==> config.mk <==
export PLATFORM = sky130hd
export DESIGN_NAME = sort_sequencer
export DESIGN_NICKNAME = d
export VERILOG_FILES = /design/src/rtl/sort_sequencer_pkg.sv /design/src/rtl/sort_cmp_swap.sv /design/src/rtl/sort_sequencer.sv
export SDC_FILE = /design/constraint.sdc
export NUM_CORES = 1
export LEC_CHECK = 0
export CAP_MARGIN = 20
export CORE_MARGIN = 10
export CORE_UTILIZATION = 50
export CTS_CLUSTER_SIZE = 10
export DETAILED_ROUTE_END_ITERATION = 7
export PLACE_DENSITY = 0.83
export SKIP_LAST_GASP = 1
export SYNTH_ARGS = -nofsm -noshare
export SYNTH_HDL_FRONTEND = slang
export SYNTH_SLANG_ARGS = --single-unit
==> constraint.sdc <==
create_clock -name clk -period 3.85 [get_ports clk]
set_input_delay 1.155 -clock clk [delete_from_list [all_inputs] [get_ports clk]]
set_output_delay 1.155 -clock clk [all_outputs]
set_load 0.03 [all_outputs]
==> src/rtl/sort_sequencer_pkg.sv <==
// Shared definitions for the SORT instruction sequencer.
//   SORT_DATA_W / SORT_ADDR_W : default register width and register index width
//   sort_state_t              : sequencer FSM states
package sort_sequencer_pkg;

    localparam int unsigned SORT_DATA_W = 32;
    localparam int unsigned SORT_ADDR_W = 4;

    typedef enum logic [2:0] {
        S_IDLE    = 3'd0,
        S_CMP     = 3'd1,
        S_SWAP_LO = 3'd2,
        S_SWAP_HI = 3'd3,
        S_DONE    = 3'd4
    } sort_state_t;

endpackage

==> src/rtl/sort_cmp_swap.sv <==
// Signed comparator plus pair latch used by the SORT sequencer.
// Ports:
//   clk, rst      clock; synchronous active-low reset
//   latch_en      capture the current pair (d1 -> d_hi, d2 -> d_lo)
//   d1, d2        register-file read data for elements j and j+1
//   gt_c          combinational: $signed(d1) > $signed(d2)
//   d_lo, d_hi    latched pair; d_lo is written to the lower index, d_hi to the upper
module sort_cmp_swap
    import sort_sequencer_pkg::*;
#(
    parameter int unsigned DATA_W = SORT_DATA_W
) (
    input  logic              clk,
    input  logic              rst,
    input  logic              latch_en,
    input  logic [DATA_W-1:0] d1,
    input  logic [DATA_W-1:0] d2,
    output logic              gt_c,
    output logic [DATA_W-1:0] d_lo,
    output logic [DATA_W-1:0] d_hi
);

    logic [DATA_W-1:0] d_lo_q, d_lo_d;
    logic [DATA_W-1:0] d_hi_q, d_hi_d;

    // Compare and next-value selection for the pair latch
    always_comb begin
        gt_c   = $signed(d1) > $signed(d2);
        d_lo_d = d_lo_q;
        d_hi_d = d_hi_q;
        if (latch_en) begin
            d_lo_d = d2;
            d_hi_d = d1;
        end
    end

    always_ff @(posedge clk) begin
        if (!rst) begin
            d_lo_q <= '0;
            d_hi_q <= '0;
        end else begin
            d_lo_q <= d_lo_d;
            d_hi_q <= d_hi_d;
        end
    end

    assign d_lo = d_lo_q;
    assign d_hi = d_hi_q;

endmodule

==> src/rtl/sort_sequencer.sv <==
// Multi-cycle SORT controller: bubble-sorts len register-file entries starting at
// base_reg in place, ascending, signed compare. Borrows the register-file ports
// while busy; index arithmetic wraps mod 2**ADDR_W.
// Optional feature macro: SORT_EARLY_EXIT_EN -- stop after the first pass that
// performs no swap. Without it, exactly len-1 passes always run.
// Ports:
//   clk, rst                   clock; synchronous active-low reset (aborts a sort)
//   start, base_reg, len       request from ID, sampled only in IDLE
//   rf_rd_addr1/2, rf_rd_data1/2  pair read (elements j and j+1), data combinational
//   wb_wr_en                   WB stage owns the write port this cycle
//   rf_wr_en/addr/data         swap write-back
//   busy                       state != IDLE, feeds the hazard unit
//   done                       one-cycle completion pulse
module sort_sequencer
    import sort_sequencer_pkg::*;
#(
    parameter int unsigned DATA_W = SORT_DATA_W,
    parameter int unsigned ADDR_W = SORT_ADDR_W
) (
    input  logic              clk,
    input  logic              rst,
    input  logic              start,
    input  logic [ADDR_W-1:0] base_reg,
    input  logic [ADDR_W-1:0] len,
    output logic [ADDR_W-1:0] rf_rd_addr1,
    output logic [ADDR_W-1:0] rf_rd_addr2,
    input  logic [DATA_W-1:0] rf_rd_data1,
    input  logic [DATA_W-1:0] rf_rd_data2,
    input  logic              wb_wr_en,
    output logic              rf_wr_en,
    output logic [ADDR_W-1:0] rf_wr_addr,
    output logic [DATA_W-1:0] rf_wr_data,
    output logic              busy,
    output logic              done
);

`ifdef SORT_EARLY_EXIT_EN
    localparam bit EARLY_EXIT = 1'b1;
`else
    localparam bit EARLY_EXIT = 1'b0;
`endif

    sort_state_t       state_q, state_d;
    logic [ADDR_W-1:0] base_q, base_d;
    logic [ADDR_W-1:0] len_q, len_d;
    logic [ADDR_W-1:0] j_q, j_d;
    logic [ADDR_W-1:0] pass_q, pass_d;
    logic              swapped_q, swapped_d;

    logic [ADDR_W-1:0] pair_lo, pair_hi;
    logic [ADDR_W-1:0] j_inc, pass_inc, pass_last, j_last;
    logic              gt_c, latch_en, advance;
    logic [DATA_W-1:0] d_lo, d_hi;

    sort_cmp_swap #(
        .DATA_W (DATA_W)
    ) u_cmp_swap (
        .clk      (clk),
        .rst      (rst),
        .latch_en (latch_en),
        .d1       (rf_rd_data1),
        .d2       (rf_rd_data2),
        .gt_c     (gt_c),
        .d_lo     (d_lo),
        .d_hi     (d_hi)
    );

    // Pair indices and loop bounds; the last j of a pass is len-2-pass
    always_comb begin
        pair_lo   = base_q + j_q;
        pair_hi   = pair_lo + ADDR_W'(1);
        j_inc     = j_q + ADDR_W'(1);
        pass_inc  = pass_q + ADDR_W'(1);
        pass_last = len_q - ADDR_W'(1);
        j_last    = pass_last - pass_q;
    end

    // Next-state, counters and port drive
    always_comb begin
        state_d     = state_q;
        base_d      = base_q;
        len_d       = len_q;
        j_d         = j_q;
        pass_d      = pass_q;
        swapped_d   = swapped_q;
        latch_en    = 1'b0;
        advance     = 1'b0;
        rf_rd_addr1 = '0;
        rf_rd_addr2 = '0;
        rf_wr_en    = 1'b0;
        rf_wr_addr  = '0;
        rf_wr_data  = '0;
        busy        = (state_q != S_IDLE);
        done        = 1'b0;

        case (state_q)
            S_IDLE: begin
                if (start) begin
                    base_d    = base_reg;
                    len_d     = len;
                    j_d       = '0;
                    pass_d    = '0;
                    swapped_d = 1'b0;
                    state_d   = (len < ADDR_W'(2)) ? S_DONE : S_CMP;
                end
            end
            S_CMP: begin
                rf_rd_addr1 = pair_lo;
                rf_rd_addr2 = pair_hi;
                if (gt_c) begin
                    latch_en  = 1'b1;
                    swapped_d = 1'b1;
                    state_d   = S_SWAP_LO;
                end else begin
                    advance = 1'b1;
                end
            end
            S_SWAP_LO: begin
                rf_rd_addr1 = pair_lo;
                rf_rd_addr2 = pair_hi;
                // WB owns the write port: hold and retry
                if (!wb_wr_en) begin
                    rf_wr_en   = 1'b1;
                    rf_wr_addr = pair_lo;
                    rf_wr_data = d_lo;
                    state_d    = S_SWAP_HI;
                end
            end
            S_SWAP_HI: begin
                rf_rd_addr1 = pair_lo;
                rf_rd_addr2 = pair_hi;
                if (!wb_wr_en) begin
                    rf_wr_en   = 1'b1;
                    rf_wr_addr = pair_hi;
                    rf_wr_data = d_hi;
                    advance    = 1'b1;
                end
            end
            S_DONE: begin
                done    = 1'b1;
                state_d = S_IDLE;
            end
            default: begin
                state_d = S_IDLE;
            end
        endcase

        // Step to the next pair; at the end of a pass start the next pass or finish
        if (advance) begin
            if (j_inc == j_last) begin
                j_d       = '0;
                pass_d    = pass_inc;
                swapped_d = 1'b0;
                if ((pass_inc == pass_last) || (EARLY_EXIT && !swapped_q)) begin
                    state_d = S_DONE;
                end else begin
                    state_d = S_CMP;
                end
            end else begin
                j_d     = j_inc;
                state_d = S_CMP;
            end
        end
    end

    always_ff @(posedge clk) begin
        if (!rst) begin
            state_q   <= S_IDLE;
            base_q    <= '0;
            len_q     <= '0;
            j_q       <= '0;
            pass_q    <= '0;
            swapped_q <= 1'b0;
        end else begin
            state_q   <= state_d;
            base_q    <= base_d;
            len_q     <= len_d;
            j_q       <= j_d;
            pass_q    <= pass_d;
            swapped_q <= swapped_d;
        end
    end

endmodule
# Yosys cells after proc, flatten, opt, wreduce, memory -nomap -nowiden
# Index checks and enable logic that the tools add are counted.
word_totals:
  regBits: 83
  input_bits: 76
op_classes:
  addsub: 6
  order_cmp: 2
  n_eq_ne: 10
  mux: 31
  reduce_logical: 9
ops:
  columns: ["cell", "n"]
  rows:
  - ["two-way mux 32 bit", 2]
  - ["one-hot mux 32 bit (2 select lines)", 1]
  - ["two-way mux 4 bit", 12]
  - ["> comparator 32 bit", 1]
  - ["two-way mux 3 bit", 7]
  - ["adder 4 x 1 -> 4 bit (second input constant)", 3]
  - ["one-hot mux 3 bit (4 select lines)", 1]
  - ["!= test 3 bit (second input constant)", 3]
  - ["equality test 4 bit", 2]
  - ["one-hot mux 4 bit (2 select lines)", 1]
  - ["equality test 3 x 2 -> 1 bit (second input constant)", 2]
  - ["two-way mux 1 bit", 6]
  - ["adder 4 bit", 1]
  - ["less-than comparator 4 x 2 -> 1 bit (second input constant)", 1]
  - ["AND reduction 2 bit", 2]
  - ["AND reduction 4 bit", 1]
  - ["nonzero test 2 bit", 2]
  - ["subtractor 4 x 1 -> 4 bit (second input constant)", 1]
  - ["subtractor 4 bit", 1]
  - ["equality test 3 x 1 -> 1 bit (second input constant)", 1]
  - ["equality test 3 bit (second input constant)", 1]
  - ["zero test 3 bit", 1]
  - ["nonzero test 3 bit", 1]
  - ["OR reduction 3 bit", 1]
  - ["3 further kinds", 3]

# Depth between registers and ports, before layout
depth:
  word_depth: 5
  mapped_depth: 11

# By module
# Synthesis repeated with hierarchy kept, for this count alone.
hier_totals:
  cells_unflattened: 568
  area_unflattened_um2: 5107.4
by_module_without_submodules:
  columns: ["mod", "n_inst", "cells_per_inst", "area_per_inst_um2"]
  rows:
  - ["sort_cmp_swap", 1, 319, 3186.8]
  - ["sort_sequencer", 1, 249, 1920.6]

# Worst setup path before layout
# OpenSTA, ideal clock, no wires.
synth_timing:
  kind: "input -> output"
  startpoint: "input wb_wr_en"
  endpoint: "output rf_wr_addr[0]"
  arrival_time_ns: 2.278
  slack_ns: 0.417
  path_stages: 4
  cell_sequence: "or3b_1 buf_6 clkbuf_1 nor2_1"
synth_between:
  elab_chain_len: 2
synth_lines:
  columns: ["item", "line", "rtl"]
  rows:
  - ["start: declaration", "sort_sequencer.sv:29", "input logic wb_wr_en,"]
  - ["two-way mux 4 bit, on equally long branches", "sort_sequencer.sv:132, sort_sequencer.sv:122", null]
  - ["one-hot mux 4 bit (2 select lines) *", "sort_sequencer.sv:96", "case (state_q)"]
  - ["end: declaration", "sort_sequencer.sv:31", "output logic [ADDR_W-1:0] rf_wr_addr,"]
# Every way passes the cells marked *; elsewhere a longest branch is shown, timed or not.

# Worst setup path after layout
layout_timing:
  startpoint: "input wb_wr_en"
  endpoint: "output rf_wr_data[31]"
layout_between:
  elab_chain_len: 2
layout_lines:
  columns: ["item", "line", "rtl"]
  rows:
  - ["two-way mux 32 bit, on equally long branches", "sort_sequencer.sv:132, sort_sequencer.sv:122", null]
  - ["one-hot mux 32 bit (2 select lines) *", "sort_sequencer.sv:96", null]
  - ["end: declaration", "sort_sequencer.sv:32", "output logic [DATA_W-1:0] rf_wr_data,"]
# Marks and branches as above.

==> impl_metrics.env <==
export IMPL_status="completed"
export IMPL_timing_rr_end="state_q[0]"
export IMPL_ys_seq_elements=83
export IMPL_viasPerCell=5.33
export IMPL_crit_chain="clkdlybuf4s50_1 -> or3b_1 -> buf_4 -> nor2_1 -> buf_4"
export IMPL_coreArea_um2=9820
export IMPL_crit_top_cell="buf_4"
export IMPL_synth_common_cells="nor2_1, mux2i_1, dfxtp_1"
export IMPL_final_setup_skew_ps=10.7
export IMPL_r2r_start="len_q[0]"
export IMPL_hold_class="flop to flop"
export IMPL_gr_total_overflow=0
export IMPL_async_flop_share=0
export IMPL_cp_data_arrival_time_ps=2640
export IMPL_area_growth_pct=31.6
export IMPL_dieArea_um2=14500
export IMPL_rsz0062_at_grt="false"
export IMPL_dp_hpwl_mm=10.7
export IMPL_finalCritPeriodShare=0.984
export IMPL_slew_viol_final=0
export IMPL_min_period_ps=3790
export IMPL_seq_area_um2=1660
export IMPL_drive_gt1_frac=0.126
export IMPL_worst_pin_slew_ps=720
export IMPL_critical_path_class="input port to output port"
export IMPL_antenna_found_initial=0
export IMPL_synthTopCellsByArea="dfxtp_1, mux2i_1, ha_1"
export IMPL_routed_wl_mm=13.6
export IMPL_critical_path_top_delay_family="buffers and inverters"
export IMPL_portBuffers=122
export IMPL_synth_edf_count=0
export IMPL_cts_sinks=83
export IMPL_synth_top_area_frac=0.329
export IMPL_drc_errors=0
export IMPL_fp_row_count=36
export IMPL_cts_htree_levels=3
export IMPL_drt_iter0_drc=189
export IMPL_fillers=799
export IMPL_path_buf_inv=3
export IMPL_ys_flop_type="dfxtp_1"
export IMPL_path_clk_slew_ps=90
export IMPL_hold_slack_ps=477
export IMPL_numCtsBuffers=9
export IMPL_maxCapViolCount=0
export IMPL_multi_input_area_um2=3090
export IMPL_grt_total_usage=0.189
export IMPL_startpoint="wb_wr_en"
export IMPL_io_pins=123
export IMPL_p_per_area_nw_per_um2=384
export IMPL_ctsHoldBuffers=0
export IMPL_avgRoutedWirePerCell_um=16.1
export IMPL_crit_fanout=26
export IMPL_detail_route_antenna_nets=0
export IMPL_grt_pass1_vias=4707
export IMPL_cts_root_buf="clkbuf_8"
export IMPL_mappedNetlistArea_um2=5050
export IMPL_syn_avg_cell_area_um2=8.65
export IMPL_hold_violations=0
export IMPL_crit_required_ps=2690
export IMPL_postCtsSetupRepairBufs=0
export IMPL_synth_warnings=0
export IMPL_die_x_um=121
export IMPL_place_inst=831
export IMPL_synth_area_leader_cell="dfxtp_1"
export IMPL_max_vdd_ir_drop_mv=0.218
export IMPL_slew_headroom=0.519
export IMPL_post_place_ws_ps=-224
export IMPL_clock_insertion_delay_worst_skew_ps=360
export IMPL_cts_tree="built"
export IMPL_initial_core_util=0.514
export IMPL_hold_path_depth=2
export IMPL_reg2reg_depth=10
export IMPL_setup_viol=0
export IMPL_final_nets=829
export IMPL_syn_nets=704
export IMPL_r2r_slack_ps=1150
export IMPL_netlist_instances=584
export IMPL_final_cells=847
export IMPL_cp_start_kind="input port"
export IMPL_drtPass1Iterations=5
export IMPL_grt_pass1_wl_mm=22.8
export IMPL_slowest_delay_ps=420
export IMPL_hp_start="base_q[2]"
export IMPL_num_antenna_cells=0
export IMPL_ys_types=51
export IMPL_hold_end="base_q[2]"
export IMPL_grt_max_degree=43
export IMPL_fmax_mhz=264
export IMPL_synth_most_common_cell="nor2_1"
export IMPL_cts_max_path_buffers=2
export IMPL_via_count=4516
export IMPL_cp_end_kind="output port"
export IMPL_finalWorstSetupSlack_ps=60.0
export IMPL_cpMaxStageDelayCell="clkdlybuf4s50_1"
export IMPL_die_h_um=121
export IMPL_seq_area_frac_synth=0.329
export IMPL_gp_congestion=0.923
export IMPL_leakage_nw=3.16
==> report_power, final <==
part / internal [W] / switching (W) / total [W]
clock network: 0.000371 / 0.000343 / 0.000714
registers: 0.000933 / 0.0000469 / 0.000980
logic: 0.000398 / 0.000462 / 0.000860
==> cell families after synthesis <==
logic type | share of synthesized area
muxes | 0.190
AOI/OAI and AO/OA | 0.0884
buffers and inverters | 0.0679
adders and majority gates | 0.112
xor gates and xnor gates | 0.0399
DFF | 0.329
and+or+nand+nor | 0.173
==> per-layer routing <==
layer	GRT usage	vias to the layer above	wire length [um]
li1	-	2241	-
met1	0.218	2131	5860
met2	0.328	115	6740
met3	0.0396	29	650
met4	0.0882	0	397
met5	0	-	0
==> flip-flops by register name (all words and copies together) (netlist names) <==
name / flops
pass_q: 4
j_q: 4
len_q: 4
u_cmp_swap.d_lo: 32
base_q: 4
u_cmp_swap.d_hi: 32
state_q: 3
==> tightest hold or removal path, stage by stage (launching register included) <==
cell	delay (ps)
dfxtp_1	330
nand2_1	60
a21oi_1	50
==> through the flow <==
stage,power (W),cell area [um2],utilization,setup TNS [ps]
after detailed placement,0.00185,6410,0.653,-9520
after CTS,0.00256,6640,0.676,0
final,0.00255,6650,0.677,0
after global routing,0.00269,6650,0.677,0
after floorplan,0.00158,5050,-,0
after global placement,0.00183,6410,0.653,-1850
==> worst max-delay path by stage <==
stage / endpoint / cells past startpoint
4_1_cts: rf_rd_addr2[3] / 8
6_report: rf_wr_data[31] / 5
3_5_place_dp: u_cmp_swap.d_hi[0] / 11
3_3_place_gp: u_cmp_swap.d_lo[19] / 11
5_1_grt: rf_rd_addr2[1] / 7
2_1_floorplan: rf_wr_addr[0] / 4
==> cell usage in the layout (no fill, tap or decap), types with 7 or more instances in the layout <==
master,synthesis,final
a21oi_1,31,31
buf_4,1,52
clkbuf_8,0,9
clkdlybuf4s50_1,0,82
dfxtp_1,83,82
ha_1,42,42
inv_1,44,44
mux2i_1,96,96
nand2_1,32,32
nor2_1,119,119
o211ai_1,8,8
xnor2_1,15,15
xor2_1,8,7
==> layout make-up <==
type                    count  area share
multi-input cells         427       0.465
flip-flops and latches     83       0.250
inverters                  46      0.0260
well taps                 133      0.0250
clock buffers               9      0.0186
repair buffers            142       0.200
clock inverters             7      0.0152
==> what timing repair did <==
item | in CTS | in global routing
gates resized for setup | 4 | 6
hold endpoints to repair | 0 | 0
setup endpoints to repair | 3 | 4
(Power assumes the default switching activity.)
